===== src/rtl/intpol_seq_ctrl.sv =====
// Sequencing controller for the interpolator sample window: fills a TAPS-deep
// delay line, then emits FACTOR phases per window update to the polynomial datapath.
module intpol_seq_ctrl #(
  parameter int FACTOR_WIDTH = 8,
  parameter int TAPS         = 3,
  parameter int CNT_WIDTH    = 16
) (
  input  logic                    clk,
  input  logic                    clrh,
  input  logic                    enable_i,
  input  logic [FACTOR_WIDTH-1:0] cfg_factor_i,
  input  logic                    valid_i,
  output logic                    ready_o,
  output logic                    dl_shift_o,
  output logic                    dl_clr_o,
  output logic                    out_valid_o,
  input  logic                    out_ready_i,
  output logic [FACTOR_WIDTH-1:0] phase_o,
  output logic                    out_last_o,
  output logic                    busy_o,
  output logic [CNT_WIDTH-1:0]    frame_cnt_o,
  output logic [1:0]              dbg_state_o
);

  localparam int FILL_W = $clog2(TAPS + 1);
  localparam logic [FILL_W-1:0] FILL_LAST = FILL_W'(TAPS - 1);

  typedef enum logic [1:0] {
    S_IDLE = 2'd0,
    S_FILL = 2'd1,
    S_RUN  = 2'd2,
    S_LOAD = 2'd3
  } state_e;

  state_e                  state_q, state_d;
  logic [FACTOR_WIDTH-1:0] phase_q, phase_d;
  logic [FACTOR_WIDTH-1:0] factor_q, factor_d;
  logic [FILL_W-1:0]       fill_q, fill_d;
  logic [CNT_WIDTH-1:0]    frame_q, frame_d;

  logic                    accept;
  logic                    xfer;
  logic [FACTOR_WIDTH-1:0] last_phase;

  // Both handshakes: a transfer happens on a cycle where valid and ready are
  // high together at the rising edge; ready never depends on valid, and once
  // out_valid_o is raised it holds with a stable phase_o until out_ready_i.
  assign last_phase = factor_q - FACTOR_WIDTH'(1);
  assign accept     = valid_i & ready_o;
  assign xfer       = out_valid_o & out_ready_i;
  assign dl_shift_o = accept;
  assign busy_o     = (state_q != S_IDLE);
  assign frame_cnt_o = frame_q;
  assign dbg_state_o = state_q;
  assign phase_o    = (state_q == S_RUN) ? phase_q : '0;

  always_comb begin
    state_d  = state_q;
    phase_d  = phase_q;
    factor_d = factor_q;
    fill_d   = fill_q;
    frame_d  = frame_q;

    ready_o     = enable_i & ((state_q == S_FILL) | (state_q == S_LOAD));
    out_valid_o = enable_i & (state_q == S_RUN);
    out_last_o  = out_valid_o & (phase_q == last_phase);
    // Clear the delay line when a run starts and whenever a run is abandoned.
    dl_clr_o    = (state_q == S_IDLE) ? enable_i : ~enable_i;

    if (state_q != S_IDLE && !enable_i) begin
      state_d = S_IDLE;
      phase_d = '0;
      fill_d  = '0;
    end else begin
      case (state_q)
        S_IDLE: begin
          if (enable_i) begin
            factor_d = (cfg_factor_i == '0) ? FACTOR_WIDTH'(1) : cfg_factor_i;
            fill_d   = '0;
            phase_d  = '0;
            state_d  = S_FILL;
          end
        end
        S_FILL: begin
          if (accept) begin
            fill_d = fill_q + FILL_W'(1);
            if (fill_q == FILL_LAST) begin
              phase_d = '0;
              state_d = S_RUN;
            end
          end
        end
        S_RUN: begin
          if (xfer) begin
            if (phase_q == last_phase) begin
              phase_d = '0;
              frame_d = frame_q + CNT_WIDTH'(1);
              state_d = S_LOAD;
            end else begin
              phase_d = phase_q + FACTOR_WIDTH'(1);
            end
          end
        end
        S_LOAD: begin
          if (accept) begin
            phase_d = '0;
            state_d = S_RUN;
          end
        end
        default: state_d = S_IDLE;
      endcase
    end
  end

  always_ff @(posedge clk) begin
    if (clrh) begin
      state_q  <= S_IDLE;
      phase_q  <= '0;
      factor_q <= '0;
      fill_q   <= '0;
      frame_q  <= '0;
    end else begin
      state_q  <= state_d;
      phase_q  <= phase_d;
      factor_q <= factor_d;
      fill_q   <= fill_d;
      frame_q  <= frame_d;
    end
  end

endmodule


===== config.mk =====
export PLATFORM = sky130hd
export DESIGN_NAME = intpol_seq_ctrl
export DESIGN_NICKNAME = d
export VERILOG_FILES = /design/src/rtl/intpol_seq_ctrl.sv
export SDC_FILE = /design/constraint.sdc
export NUM_CORES = 1
export LEC_CHECK = 0
export CAP_MARGIN = 20
export CORE_MARGIN = 2
export CORE_UTILIZATION = 43
export DETAILED_ROUTE_END_ITERATION = 6
export PLACE_DENSITY = 0.7
export SKIP_CTS_REPAIR_TIMING = 1
export SLEW_MARGIN = 20
export SYNTH_ARGS = -nofsm -noshare
export SYNTH_HDL_FRONTEND = slang
export SYNTH_SLANG_ARGS = --single-unit

===== constraint.sdc =====
create_clock -name clk -period 6.7 [get_ports clk]
set_clock_uncertainty 0.1 [all_clocks]
set_input_delay 1.34 -clock clk [delete_from_list [all_inputs] [get_ports clk]]
set_output_delay 1.34 -clock clk [all_outputs]
set_load 0.01 [all_outputs]

# Word-level counts from Yosys, hierarchy flattened
# Index checks and enable logic that the tools add are counted.
# Widths: inputs -> output; s select.
word_totals:
  reg_bits: 36
  input_bits: 13
  wordCells: 60
op_classes:
  add_sub_neg: 4
  n_eq_ne: 11
  n_mux: 20
  n_bitwise: 8
  reduce_logical: 12
op_table:
  columns: ["cell", "n"]
  rows:
  - ["$mux 8", 8]
  - ["$pmux 8 s4", 1]
  - ["$add 16x1->16 const B", 1]
  - ["$mux 2", 8]
  - ["$add 8x1->8 const B", 1]
  - ["$eq 8x8->1", 1]
  - ["$logic_not 8->1", 1]
  - ["$ne 2x2->1 const B", 4]
  - ["$pmux 2 s4", 1]
  - ["$sub 8x1->8 const B", 1]
  - ["$eq 2x2->1 const B", 3]
  - ["$reduce_and 3->1", 2]
  - ["$reduce_and 6->1", 1]
  - ["$and 1x1->1", 5]
  - ["$reduce_and 5->1", 1]
  - ["$ne 2x1->1 const B", 2]
  - ["$pmux 2 s2", 1]
  - ["$reduce_and 4->1", 1]
  - ["$reduce_bool 2->1", 2]
  - ["$add 2x1->2 const B", 1]
  - ["$eq 2x1->1 const B", 1]
  - ["$logic_not 2->1", 1]
  - ["$not 1->1", 2]
  - ["$reduce_or 2->1", 1]
  - ["other kinds (4)", 4]

# Logic depth before layout (Yosys ltp)
# Gate-level depths: netlist of the first run.
logic_depth:
  ltp_word: 6
  ltp_mapped: 10
  mapped_depth_nobuf: 8

# Least setup slack after synthesis of the first run
# Ideal clock, no wire load.
synth_path:
  path_kind: "in2reg"
  startpoint: "input enable_i"
  endpoint: "register frame_q[13], in the netlist frame_cnt_o[13]"
  setup_time_ps: 71
  arrival_ps: 3237
  t_required_ps: 6529
  slack_ps: 3293
  path_stages: 8
  path_buffers: 1
  cell_sequence: "inv_1 -> ha_1 -> or3_1 -> buf_2 -> nor3_2 -> nand4_2 -> or4_1 -> a21oi_1"
synth_between:
  elab_chain_len: 4
  word_cells_on_any_way: 6
  cone_classes: "bitwise: 3; reduce/logical: 3"
synth_rtl:
  columns: ["item", "line", "rtl"]
  rows:
  - ["start: declaration", "10", "input logic enable_i,"]
  - ["branches (longest 3 deep; another with $and 1x1->1)", null, null]
  - ["$reduce_and 4->1 (no source line) (*)", null, null]
  - ["end signal: assignment", "127", "frame_q <= frame_d;"]
  - ["end: declaration", "39", "logic [CNT_WIDTH-1:0] frame_q, frame_d;"]
# Every way passes the cells marked *.
# A chain may end at the register's enable or synchronous reset.

# Worst setup path in the final report of the first run
layout_path:
  startpoint: "input enable_i"
  endpoint: "output dl_clr_o"
layout_between:
  elab_chain_len: 2
layout_rtl:
  columns: ["item", "line", "rtl"]
  rows:
  - ["$not 1->1", "68", "dl_clr_o = (state_q == S_IDLE) ? enable_i : ~enable_i;"]
  - ["$mux 1 (*)", "68", null]
  - ["end: declaration", "15", "output logic dl_clr_o,"]
# Every way passes the cells marked *; elsewhere a longest branch is shown, timed or not.

==> impl_results.html, run 1 <==
<table>
<tr><th>Metric</th><th>Value</th></tr>
<tr><th colspan="2">Routing</th></tr>
<tr><td>First-pass detailed-route iteration total</td><td>4</td></tr>
<tr><td>DR WL/cell</td><td>13.12 um</td></tr>
<tr><td>DRC marker count from the first detailed-route iteration</td><td>around 80</td></tr>
<tr><td>Average vias per placed instance</td><td>approximately 5.6</td></tr>
<tr><td>DRC violations left</td><td>0</td></tr>
<tr><td>Final ANT Viol Nets</td><td>0</td></tr>
<tr><td>Final wirelength</td><td>approximately 4600 um</td></tr>
<tr><td>Via count</td><td>slightly below 2,000</td></tr>
<tr><th colspan="2">Placement</th></tr>
<tr><td>Pre-CTS setup slack</td><td>approximately 2.3 ns</td></tr>
<tr><td>Post-detailed-placement half-perimeter wirelength</td><td>3318 um</td></tr>
<tr><td>Number of port buffers</td><td>44</td></tr>
<tr><td># placed instances</td><td>339</td></tr>
<tr><td>Global placer's final weighted congestion</td><td>approximately 0.80</td></tr>
<tr><th colspan="2">Critical path</th></tr>
<tr><td>Slowest stage delay, CP</td><td>around 0.58 ns</td></tr>
<tr><td>CP endpoint kind</td><td>output port</td></tr>
<tr><td>Required time reported for the critical path endpoint</td><td>approximately 5.3 ns</td></tr>
<tr><td>Arrival time at the worst endpoint</td><td>between 2 and 3 ns</td></tr>
<tr><td>Launch point of the worst path</td><td>enable_i</td></tr>
<tr><td>Number of cells traversed by the worst register-to-register path</td><td>8</td></tr>
<tr><td>Kind of critical path</td><td>in2out</td></tr>
<tr><td>Category of the worst setup path launch point</td><td>input port</td></tr>
<tr><td>Reg2reg start</td><td>dbg_state_o[0]</td></tr>
<tr><td>Slowest cell on crit path</td><td>clkdlybuf4s50_1</td></tr>
<tr><td>Cell breakdown of the critical path</td><td>clkdlybuf4s50_1, inv_1, ha_1, inv_1, clkdlybuf4s50_1</td></tr>
<tr><td>Crit-path max FO</td><td>7</td></tr>
<tr><th colspan="2">CTS</th></tr>
<tr><td>TritonCTS buffer count</td><td>5</td></tr>
<tr><td>CTS tree</td><td>built</td></tr>
<tr><td>Sinks on Clock Net</td><td>36</td></tr>
<tr><td>Clock H-tree levels</td><td>2</td></tr>
<tr><td>Skew-Pair Late Insertion Delay</td><td>0.29 ns</td></tr>
<tr><td>Maximum number of buffers from clock root to sink</td><td>2</td></tr>
<tr><td>Buffer cell driving the clock tree root</td><td>clkbuf_8</td></tr>
<tr><td>Clk slew on worst S/H paths</td><td>0.07 ns</td></tr>
<tr><th colspan="2">Timing</th></tr>
<tr><td>Setup-failing EPs final</td><td>0</td></tr>
<tr><td>Final worst setup slack</td><td>between 2 and 2.5 ns</td></tr>
<tr><td>Clock period minus worst slack</td><td>4.372 ns</td></tr>
<tr><td>Portion of the clock cycle consumed by the worst path in the final layout</td><td>0.6526</td></tr>
<tr><td>Final Hold Vio Count</td><td>0</td></tr>
<tr><td>Pin slew with the least headroom to its limit</td><td>approximately 0.77 ns</td></tr>
<tr><td>Worst hold slack</td><td>around 0.38 ns</td></tr>
<tr><td>RSZ-0062 raised after global routing</td><td>no</td></tr>
<tr><td>Sum of negative setup slack</td><td>0 ns</td></tr>
<tr><td>Achievable Freq</td><td>228.7 MHz</td></tr>
<tr><td>Number of pins exceeding their max-slew limit in the final report</td><td>0</td></tr>
<tr><td>Worst max-slew margin expressed relative to the limit</td><td>0.4884</td></tr>
<tr><th colspan="2">Logic synthesis</th></tr>
<tr><td>Average size of a mapped cell</td><td>slightly above 8 um^2</td></tr>
<tr><td>Fraction of registers with async set/reset</td><td>0</td></tr>
<tr><td>Cell count after synthesis</td><td>252</td></tr>
<tr><td>Net count after synthesis</td><td>between 200 and 300</td></tr>
<tr><td>Sequential element share of the synthesized area</td><td>0.3502</td></tr>
<tr><td>Most area-hungry cell type in the Yosys netlist</td><td>dfxtp_1</td></tr>
<tr><td>Main synth FF type</td><td>dfxtp_1</td></tr>
<tr><td>Unique masters post-synth</td><td>43</td></tr>
<tr><td>Proportion of netlist area held by the largest area contributor</td><td>0.3502</td></tr>
<tr><td>Post-Synthesis Cell Area</td><td>2058 um^2</td></tr>
<tr><td>Biggest area contributors in the synthesized netlist</td><td>dfxtp_1 35%, a21oi_1 5.6%, ha_1 4.3%, nor2_1 3.6%, mux2i_1 3.4%</td></tr>
<tr><td>EDFF count, synth</td><td>0</td></tr>
<tr><td>Number of warnings issued by yosys</td><td>0</td></tr>
<tr><td>Synth Register Bits</td><td>36</td></tr>
<tr><th colspan="2">Final layout</th></tr>
<tr><td>Post-synthesis to final-layout area growth</td><td>26.87%</td></tr>
<tr><td>Highest-count cells in the layout ignoring fill and taps</td><td>44 x clkdlybuf4s50_1, 36 x dfxtp_1, 23 x a21oi_1</td></tr>
<tr><td>Most common cell after layout, fill and taps aside</td><td>clkdlybuf4s50_1</td></tr>
<tr><td>Number of diodes</td><td>0</td></tr>
<tr><td>Share of post-route cells with drive strength above 1</td><td>0.05461</td></tr>
<tr><td>Number of nets in the layout</td><td>312</td></tr>
<tr><td>Post-route non-filler standard cell count</td><td>around 350</td></tr>
<tr><th colspan="2">Status</th></tr>
<tr><td>Status</td><td>completed</td></tr>
<tr><th colspan="2">Die</th></tr>
<tr><td>Number of top-level pins</td><td>45</td></tr>
<tr><td>Floorplan die width</td><td>roughly 73 um</td></tr>
<tr><td>Initial core utilization</td><td>0.4416</td></tr>
<tr><td>Die footprint</td><td>~5400 um^2</td></tr>
<tr><td>Cell row count</td><td>25</td></tr>
<tr><td>CORE AREA</td><td>~4700 um^2</td></tr>
<tr><td>Die height</td><td>between 70 and 80 um</td></tr>
<tr><th colspan="2">Power</th></tr>
<tr><td>Relative contribution of sequential cells to total power</td><td>0.466</td></tr>
<tr><td>Internal power</td><td>0.3601 mW</td></tr>
<tr><td>Portion of total power attributed to the clock network</td><td>0.313</td></tr>
<tr><td>Part of the total power dissipated in combinational logic</td><td>0.221</td></tr>
<tr><td>Max VDD drop</td><td>roughly 98 uV</td></tr>
<tr><td>Net load switching power</td><td>about 0.15 mW</td></tr>
<tr><td>Switch share</td><td>0.2950</td></tr>
<tr><td>Leakage component of the power</td><td>0.9136 nW</td></tr>
<tr><td>Power per standard cell area</td><td>between 150 and 200 nW/um^2</td></tr>
<tr><th colspan="2">Global route</th></tr>
<tr><td>Pin count of the biggest net entering global routing</td><td>33</td></tr>
<tr><td>Number of global-route vias before repair</td><td>1,676</td></tr>
<tr><td>Tot GR Track Use</td><td>0.1867</td></tr>
<tr><td>GRT overflow</td><td>0</td></tr>
<tr><td>First-pass GRT wire length</td><td>between 7000 and 8000 um</td></tr>
<tr><td>Number of antenna violations at the first check in global routing</td><td>0</td></tr>
<tr><th colspan="2">Flow run</th></tr>
<tr><td>Max Cap Violations</td><td>0</td></tr>
<tr><th colspan="2">Min path</th></tr>
<tr><td>Hold Crit Depth</td><td>2</td></tr>
<tr><td>Worst Hold Launch</td><td>frame_cnt_o[15]</td></tr>
<tr><td>Worst min-delay path category</td><td>reg2reg</td></tr>
</table>
[flip-flops by register name, indices dropped and copies added, names as in the netlist]
name	count
phase_q	8
dbg_state_o	2
factor_q	8
frame_cnt_o	16
fill_q	2
[worst max-delay path: cells and delay by family]
| family | cells | cell delay (ns) |
|---|---|---|
| buffers and inverters | 4 | 1.28 |
| adders and majority gates | 1 | 0.31 |
[logic make-up (layout without fill, tap and decap cells)]
logic type / after synthesis / count (layout) / synth area share
AOI/OAI and AO/OA: 56 / 56 / 0.1660
xor gates and xnor gates: 14 / 14 / 0.05958
adders and majority gates: 7 / 7 / 0.04255
buffers and inverters: 21 / 62 / 0.04316
DFF: 36 / 36 / 0.3502
muxes: 7 / 7 / 0.03404
and+or+nand+nor: 111 / 111 / 0.3046
[synth_stat cells, types with 9 or more instances]
cell type	number
nor2_1	20
o21ai_0	11
dfxtp_1	36
nand4_1	10
or3_1	9
inv_1	9
nand2_1	14
and2_1	10
nand3_1	9
a21oi_1	23
[cell type report]
type | instances | area, um^2
Clock inverter | 2 | 10.01
Inverter | 9 | 33.78
Fill cell | 456 | 2049
Sequential cell | 36 | 720.7
Multi-Input combinational cell | 195 | 1249
Timing Repair Buffer | 45 | 447.9
Tap cell | 54 | 67.56
Clock buffer | 6 | 82.58
[power groups by stage]
stage	Clock [mW]	Sequential, mW	Combinational (mW)
after floorplan	0	0.239	0.0788
after global placement	0	0.243	0.111
after detailed placement	0	0.243	0.113
after CTS	0.165	0.238	0.114
after global routing	0.173	0.240	0.128
final	0.160	0.238	0.113
[per-stage QoR]
stage	total power, mW	util	area [um^2]
after floorplan	0.3174	-	2058
after global placement	0.3544	0.5404	2519
after detailed placement	0.3567	0.5404	2519
after CTS	0.5175	0.5603	2611
after global routing	0.5411	0.5603	2611
final	0.5109	0.5603	2611
[worst paths after layout]
path	slack, ns	to
hold / removal	0.38	frame_cnt_o[15]
hold reg to reg	0.38	frame_cnt_o[15]
setup / recovery	2.33	dl_clr_o
setup reg to reg	3.66	frame_cnt_o[13]
[layer usage]
| layer | global-route usage | wire [um] | vias up |
|---|---|---|---|
| met3 | 0.04282 | 229 | 7 |
| li1 | - | - | 1004 |
| met1 | 0.2572 | 2157 | 887 |
| met5 | 0 | 0 | - |
| met2 | 0.2873 | 2103 | 44 |
| met4 | 0.06173 | 62 | 0 |
Power figures use the tool's default switching activity.
==> inputs of run 2 (changes only) <==
--- a/config.mk
+++ b/config.mk
@@ -9,7 +9,7 @@
 export CORE_MARGIN = 2
 export CORE_UTILIZATION = 43
 export DETAILED_ROUTE_END_ITERATION = 6
-export PLACE_DENSITY = 0.7
+export PLACE_DENSITY = 0.72
 export SKIP_CTS_REPAIR_TIMING = 1
 export SLEW_MARGIN = 20
 export SYNTH_ARGS = -nofsm -noshare
==> constraint.sdc (replaced) <==
create_clock -name clk -period 3.7 [get_ports clk]
set_clock_uncertainty 0.1 [all_clocks]
set_input_delay 0.74 -clock clk [delete_from_list [all_inputs] [get_ports clk]]
set_output_delay 0.74 -clock clk [all_outputs]
set_load 0.01 [all_outputs]
==> impl_results.html, run 2 (synthesized netlist as in run 1, its figures left out) <==
<table>
<tr><th>Metric</th><th>Value</th></tr>
<tr><th colspan="2">Status</th></tr>
<tr><td>Status</td><td>completed</td></tr>
<tr><th colspan="2">Final layout</th></tr>
<tr><td>Post-synthesis to final-layout area growth</td><td>30.03%</td></tr>
<tr><td>Most common cell after layout, fill and taps aside</td><td>clkdlybuf4s50_1</td></tr>
<tr><td>Post-route non-filler standard cell count</td><td>355 (+2.3%)</td></tr>
<tr><td>Max reg flops</td><td>16 (unchanged)</td></tr>
<tr><td>Share of post-route cells with drive strength above 1</td><td>0.08306 (+0.02845)</td></tr>
<tr><td>Number of diodes</td><td>0 (unchanged)</td></tr>
<tr><td>Number of nets in the layout</td><td>320 (+2.6%)</td></tr>
<tr><td>Highest-count cells in the layout ignoring fill and taps</td><td>43 x clkdlybuf4s50_1, 36 x dfxtp_1, 23 x a21oi_1</td></tr>
<tr><th colspan="2">Min path</th></tr>
<tr><td>Worst min-delay path category</td><td>reg2reg</td></tr>
<tr><th colspan="2">CTS</th></tr>
<tr><td>Skew-Pair Late Insertion Delay</td><td>0.29 ns (about the same)</td></tr>
<tr><td>Maximum number of buffers from clock root to sink</td><td>2 (unchanged)</td></tr>
<tr><td>Sinks on Clock Net</td><td>36 (unchanged)</td></tr>
<tr><td>Clk slew on worst S/H paths</td><td>0.07 ns (about the same)</td></tr>
<tr><td>TritonCTS buffer count</td><td>5 (unchanged)</td></tr>
<tr><td>CTS tree</td><td>built</td></tr>
<tr><td>Buffer cell driving the clock tree root</td><td>clkbuf_8</td></tr>
<tr><td>Clock H-tree levels</td><td>2 (unchanged)</td></tr>
<tr><th colspan="2">Timing</th></tr>
<tr><td>Final Hold Vio Count</td><td>0 (unchanged)</td></tr>
<tr><td>Number of pins exceeding their max-slew limit in the final report</td><td>0 (unchanged)</td></tr>
<tr><td>Setup-failing EPs final</td><td>0 (unchanged)</td></tr>
<tr><td>Achievable Freq</td><td>around 310 MHz</td></tr>
<tr><td>Worst max-slew margin expressed relative to the limit</td><td>0.5464 (+0.05805)</td></tr>
<tr><td>Sum of negative setup slack</td><td>0 ns (unchanged)</td></tr>
<tr><td>RSZ-0062 raised after global routing</td><td>no</td></tr>
<tr><td>Clock period minus worst slack</td><td>~3.2 ns</td></tr>
<tr><td>Portion of the clock cycle consumed by the worst path in the final layout</td><td>0.8600</td></tr>
<tr><td>Pin slew with the least headroom to its limit</td><td>0.6752 ns (-0.09226 ns)</td></tr>
<tr><th colspan="2">Routing</th></tr>
<tr><td>First-pass detailed-route iteration total</td><td>6 (+2)</td></tr>
<tr><td>DR WL/cell</td><td>14.28 um (+8.8%)</td></tr>
<tr><td>DRC marker count from the first detailed-route iteration</td><td>95 (+22%)</td></tr>
<tr><td>Average vias per placed instance</td><td>5.665 (+1.2%)</td></tr>
<tr><td>DRC violations left</td><td>0 (unchanged)</td></tr>
<tr><td>Final wirelength</td><td>5070 um (+11%)</td></tr>
<tr><td>Final ANT Viol Nets</td><td>0 (unchanged)</td></tr>
<tr><td>Via count</td><td>2,011 (+3.6%)</td></tr>
<tr><th colspan="2">Critical path</th></tr>
<tr><td>Category of the worst setup path launch point</td><td>flop</td></tr>
<tr><td>R2R setup slack</td><td>0.82 ns (-2.84 ns)</td></tr>
<tr><td>Crit-path max FO</td><td>5 (-2)</td></tr>
<tr><td>Arrival time at the worst endpoint</td><td>2.34 ns (-0.59 ns)</td></tr>
<tr><td>CP endpoint kind</td><td>output port</td></tr>
<tr><td>Kind of critical path</td><td>reg2out</td></tr>
<tr><td>Required time reported for the critical path endpoint</td><td>2.86 ns (-2.40 ns)</td></tr>
<tr><th colspan="2">Global route</th></tr>
<tr><td>Number of antenna violations at the first check in global routing</td><td>0 (unchanged)</td></tr>
<tr><td>Number of global-route vias before repair</td><td>1,864 (+11%)</td></tr>
<tr><td>First-pass GRT wire length</td><td>8204 um (+4.7%)</td></tr>
<tr><td>GRT overflow</td><td>0 (unchanged)</td></tr>
<tr><td>Pin count of the biggest net entering global routing</td><td>33 (unchanged)</td></tr>
<tr><td>Tot GR Track Use</td><td>0.1958 (+0.009078)</td></tr>
<tr><th colspan="2">Power</th></tr>
<tr><td>Power per standard cell area</td><td>351.6 nW/um^2 (+80%)</td></tr>
<tr><td>Max VDD drop</td><td>231.6 uV (+140%)</td></tr>
<tr><td>Leakage component of the power</td><td>0.9666 nW (+5.8%)</td></tr>
<tr><th colspan="2">Placement</th></tr>
<tr><td># placed instances</td><td>342 (+0.88%)</td></tr>
<tr><td>Number of port buffers</td><td>44 (unchanged)</td></tr>
<tr><td>Post-detailed-placement half-perimeter wirelength</td><td>3449 um (+4.0%)</td></tr>
<tr><td>Global placer's final weighted congestion</td><td>0.8053 (+1.2%)</td></tr>
<tr><th colspan="2">Die</th></tr>
<tr><td>Initial core utilization</td><td>0.4416 (unchanged)</td></tr>
<tr><td>Number of top-level pins</td><td>45 (unchanged)</td></tr>
<tr><td>CORE AREA</td><td>4661 um^2 (unchanged)</td></tr>
<tr><td>Floorplan die width</td><td>73.19 um (unchanged)</td></tr>
<tr><td>Die height</td><td>73.19 um (unchanged)</td></tr>
<tr><td>Cell row count</td><td>25 (unchanged)</td></tr>
<tr><td>Die footprint</td><td>5356 um^2 (unchanged)</td></tr>
<tr><th colspan="2">Flow run</th></tr>
<tr><td>Max Cap Violations</td><td>0 (unchanged)</td></tr>
</table>
## run 2: routing by layer
metal / GRT usage / part of all wire / wire (um) / up-vias
li1: - / - / - / 1021
met1: 0.2517 / 0.48 / 2455 / 933
met2: 0.3123 / 0.46 / 2322 / 53
met3: 0.05525 / 0.047 / 240 / 4
met4: 0.06996 / 0.010 / 51 / 0
met5: 0 / 0 / 0 / -
## run 2: worst max-delay path, stage by stage, from the launching register on
cell	delay, ns
dfxtp_1	0.41
inv_1	0.06
ha_1	0.30
xnor2_1	0.13
nor2_1	0.15
nand4b_1	0.16
or3_4	0.45
nor3_1	0.20
dlymetal6s2s_1	0.20
## run 2: layout make-up
cell class / count / area (um^2)
flip-flops and latches: 36 / 720.7
repair buffers: 52 / 503.0
multi-input cells: 196 / 1259
clock inverters: 2 / 10.01
clock buffers: 6 / 82.58
inverters: 9 / 33.78
fillers: 430 / 1984
well taps: 54 / 67.56
## run 2: through the flow
stage | hold slack [ns] | setup slack, ns | power [mW] | instance area [um^2] | util
after floorplan | 0.3945 | 0.8845 | 0.5748 | 2058 | -
after detailed placement | 0.3872 | 0.2742 | 0.6525 | 2541 | 0.5452
after global placement | 0.3725 | 0.3815 | 0.6472 | 2541 | 0.5452
after global routing | 0.4383 | 0.3744 | 0.9960 | 2676 | 0.5742
after CTS | 0.3985 | 0.01281 | 0.9434 | 2634 | 0.5651
final | 0.3934 | 0.5180 | 0.9409 | 2676 | 0.5742
## run 2: final timing paths
check                       start              end  cells past startpoint
hold reg to reg   frame_cnt_o[15]  frame_cnt_o[15]                      2
setup / recovery      factor_q[0]       out_last_o                      8
setup reg to reg   dbg_state_o[0]  frame_cnt_o[13]                      8
hold / removal    frame_cnt_o[15]  frame_cnt_o[15]                      2
## run 2: report_power, final
part           internal (mW)  switching, mW
sequential             0.404         0.0276
clock                  0.149          0.140
combinational          0.106          0.115
==> inputs of run 3 (changes only) <==
--- a/config.mk
+++ b/config.mk
@@ -7,9 +7,9 @@
 export LEC_CHECK = 0
 export CAP_MARGIN = 20
 export CORE_MARGIN = 2
-export CORE_UTILIZATION = 43
+export CORE_UTILIZATION = 40
 export DETAILED_ROUTE_END_ITERATION = 6
-export PLACE_DENSITY = 0.72
+export PLACE_DENSITY = 0.68
 export SKIP_CTS_REPAIR_TIMING = 1
 export SLEW_MARGIN = 20
 export SYNTH_ARGS = -nofsm -noshare
==> impl_results.html, run 3 (synthesized netlist as in run 1, its figures left out) <==
<table>
<tr><th>Metric</th><th>Value</th></tr>
<tr><th colspan="2">Critical path</th></tr>
<tr><td>Crit-path max FO</td><td>5 (unchanged)</td></tr>
<tr><td>R2R setup slack</td><td>0.88 ns (+0.06 ns)</td></tr>
<tr><td>Category of the worst setup path launch point</td><td>flop</td></tr>
<tr><td>Number of cells traversed by the worst register-to-register path</td><td>10 (+2)</td></tr>
<tr><td>Required time reported for the critical path endpoint</td><td>2.86 ns (about the same)</td></tr>
<tr><td>FF-to-FF End</td><td>frame_cnt_o[9]</td></tr>
<tr><td>Arrival time at the worst endpoint</td><td>2.74 ns (+0.40 ns)</td></tr>
<tr><td>CP endpoint kind</td><td>output port</td></tr>
<tr><td>Reg2reg start</td><td>factor_q[0]</td></tr>
<tr><td>Kind of critical path</td><td>reg2out</td></tr>
<tr><th colspan="2">Timing</th></tr>
<tr><td>Achievable Freq</td><td>279.4 MHz (-11%)</td></tr>
<tr><td>Worst hold slack</td><td>0.3833 ns (-0.01009 ns)</td></tr>
<tr><td>Pin slew with the least headroom to its limit</td><td>0.6474 ns (-0.02783 ns)</td></tr>
<tr><td>Clock period minus worst slack</td><td>3.579 ns (+0.3971 ns)</td></tr>
<tr><td>Setup-failing EPs final</td><td>0 (unchanged)</td></tr>
<tr><td>Number of pins exceeding their max-slew limit in the final report</td><td>0 (unchanged)</td></tr>
<tr><td>Worst max-slew margin expressed relative to the limit</td><td>0.5658 (+0.01942)</td></tr>
<tr><td>Portion of the clock cycle consumed by the worst path in the final layout</td><td>0.9673 (+0.1073)</td></tr>
<tr><td>Final Hold Vio Count</td><td>0 (unchanged)</td></tr>
<tr><th colspan="2">Power</th></tr>
<tr><td>Power per standard cell area</td><td>347.8 nW/um^2 (-1.1%)</td></tr>
<tr><td>Max VDD drop</td><td>214.8 uV (-7.3%)</td></tr>
<tr><td>Leakage component of the power</td><td>0.9525 nW (-1.5%)</td></tr>
<tr><th colspan="2">Placement</th></tr>
<tr><td>Cell Area, Placed</td><td>2561 um^2 (+0.79%)</td></tr>
<tr><td>Global placer's final weighted congestion</td><td>0.7841 (-2.6%)</td></tr>
<tr><td>Post-detailed-placement half-perimeter wirelength</td><td>3330 um (-3.5%)</td></tr>
<tr><td># placed instances</td><td>358 (+4.7%)</td></tr>
<tr><td>Number of port buffers</td><td>44 (unchanged)</td></tr>
<tr><th colspan="2">CTS</th></tr>
<tr><td>Clk slew on worst S/H paths</td><td>0.07 ns (about the same)</td></tr>
<tr><td>CTS tree</td><td>built</td></tr>
<tr><td>TritonCTS buffer count</td><td>5 (unchanged)</td></tr>
<tr><td>Skew-Pair Late Insertion Delay</td><td>0.30 ns (about the same)</td></tr>
<tr><td>Sinks on Clock Net</td><td>36 (unchanged)</td></tr>
<tr><td>Clock H-tree levels</td><td>2 (unchanged)</td></tr>
<tr><td>Buffer cell driving the clock tree root</td><td>clkbuf_8</td></tr>
<tr><td>Maximum number of buffers from clock root to sink</td><td>2 (unchanged)</td></tr>
<tr><th colspan="2">Routing</th></tr>
<tr><td>Final ANT Viol Nets</td><td>0 (unchanged)</td></tr>
<tr><td>DRC violations left</td><td>0 (unchanged)</td></tr>
<tr><td>DR WL/cell</td><td>13.60 um (-4.8%)</td></tr>
<tr><td>Average vias per placed instance</td><td>5.393 (-4.8%)</td></tr>
<tr><td>Final wirelength</td><td>5085 um (+0.30%)</td></tr>
<tr><td>Via count</td><td>2,017 (+0.30%)</td></tr>
<tr><td>DRC marker count from the first detailed-route iteration</td><td>87 (-8.4%)</td></tr>
<tr><td>First-pass detailed-route iteration total</td><td>5 (-1)</td></tr>
<tr><th colspan="2">Final layout</th></tr>
<tr><td>Highest-count cells in the layout ignoring fill and taps</td><td>44 x clkdlybuf4s50_1, 36 x dfxtp_1, 23 x a21oi_1</td></tr>
<tr><td>Max reg flops</td><td>16 (unchanged)</td></tr>
<tr><td>Number of diodes</td><td>0 (unchanged)</td></tr>
<tr><td>Summed area of non-filler cells in the final layout</td><td>2711 um^2 (+1.3%)</td></tr>
<tr><td>Most common cell after layout, fill and taps aside</td><td>clkdlybuf4s50_1</td></tr>
<tr><td>Post-synthesis to final-layout area growth</td><td>31.73%</td></tr>
<tr><td>Fillers</td><td>477 (+11%)</td></tr>
<tr><td>Number of nets in the layout</td><td>323 (+0.94%)</td></tr>
<tr><td>Share of post-route cells with drive strength above 1</td><td>0.08224 (-0.0008196)</td></tr>
<tr><td>Post-route non-filler standard cell count</td><td>374 (+5.4%)</td></tr>
<tr><th colspan="2">Die</th></tr>
<tr><td>CORE AREA</td><td>5042 um^2 (+8.2%)</td></tr>
<tr><td>Floorplan die width</td><td>75.73 um (+3.5%)</td></tr>
<tr><td>Cell row count</td><td>26 (+4.0%)</td></tr>
<tr><td>Die footprint</td><td>5735 um^2 (+7.1%)</td></tr>
<tr><td>Number of top-level pins</td><td>45 (unchanged)</td></tr>
<tr><td>Initial core utilization</td><td>0.4082 (-0.03342)</td></tr>
<tr><td>Die height</td><td>75.73 um (+3.5%)</td></tr>
<tr><th colspan="2">Global route</th></tr>
<tr><td>First-pass GRT wire length</td><td>7693 um (-6.2%)</td></tr>
<tr><td>Pin count of the biggest net entering global routing</td><td>33 (unchanged)</td></tr>
<tr><td>GRT overflow</td><td>0 (unchanged)</td></tr>
<tr><td>Number of global-route vias before repair</td><td>1,671 (-10%)</td></tr>
<tr><td>Tot GR Track Use</td><td>0.1750 (-0.02077)</td></tr>
<tr><td>Number of antenna violations at the first check in global routing</td><td>0 (unchanged)</td></tr>
<tr><th colspan="2">Flow run</th></tr>
<tr><td>Max Cap Violations</td><td>0 (unchanged)</td></tr>
<tr><th colspan="2">Status</th></tr>
<tr><td>Status</td><td>completed</td></tr>
<tr><th colspan="2">Min path</th></tr>
<tr><td>Worst Hold Launch</td><td>frame_cnt_o[15]</td></tr>
<tr><td>Hold Crit Depth</td><td>2 (unchanged)</td></tr>
<tr><td>Sink of the worst hold path</td><td>frame_cnt_o[15]</td></tr>
<tr><td>Worst min-delay path category</td><td>reg2reg</td></tr>
</table>
run 3: cell count changes in the layout (fill, tap and decap cells not counted), sizes merged:
cell           delta
dlymetal6s2s      -1
clkdlybuf4s50     +1
clkinv            -2
buf               +3
clkbuf            +2
run 3: final cells by class:
type | count | area (um^2) | share of cell area
Clock buffer | 8 | 90.09 | 0.03323
Sequential cell | 36 | 720.7 | 0.2658
Timing Repair Buffer | 55 | 523.0 | 0.1929
Multi-Input combinational cell | 196 | 1256 | 0.4633
Inverter | 9 | 33.78 | 0.01246
Tap cell | 70 | 87.58 | 0.03230
run 3: metal layers:
metal,part of all wire,up-vias,routed length (um),global-route usage
met5,0,-,0,0
met2,0.47,50,2376,0.2773
met4,0.011,0,55,0.05068
li1,-,1021,-,-
met3,0.046,5,236,0.06085
met1,0.48,941,2416,0.2261
run 3: critical path, cell delays in order, from the launching register on:
cell and delay, ns:
dfxtp_1 0.42, inv_1 0.07, ha_1 0.30, xnor2_1 0.12, nor2_1 0.11, nand4b_1 0.20
or3_4 0.48, nor3_1 0.17, clkdlybuf4s50_1 0.58
run 3: stage by stage:
stage	util	setup TNS [ns]	worst slack [ns]	total power [mW]
floorplan	-	0	0.8845	0.5748
global placement	0.5079	0	0.3389	0.6468
detailed placement	0.5079	0	0.2811	0.6514
CTS	0.5258	0	0.1256	0.9426
global route	0.5377	-0.04660	-0.04660	0.9911
finish	0.5377	0	0.1209	0.9430
run 3: worst max path at each step:
stage | start | end | slack [ns]
finish | factor_q[0] | out_last_o | 0.12
global route | factor_q[0] | out_last_o | -0.05
CTS | factor_q[0] | out_last_o | 0.13
detailed placement | enable_i | frame_cnt_o[13] | 0.28
global placement | enable_i | frame_cnt_o[15] | 0.34
floorplan | dbg_state_o[0] | frame_cnt_o[13] | 0.88
run 3: report_power, final:
part | internal, mW | total, mW | switching, mW | leakage (nW)
Clock | 0.152 | 0.292 | 0.140 | 0.0455
Sequential | 0.404 | 0.432 | 0.0285 | 0.292
Combinational | 0.105 | 0.218 | 0.114 | 0.615
Total | 0.661 | 0.943 | 0.282 | 0.953
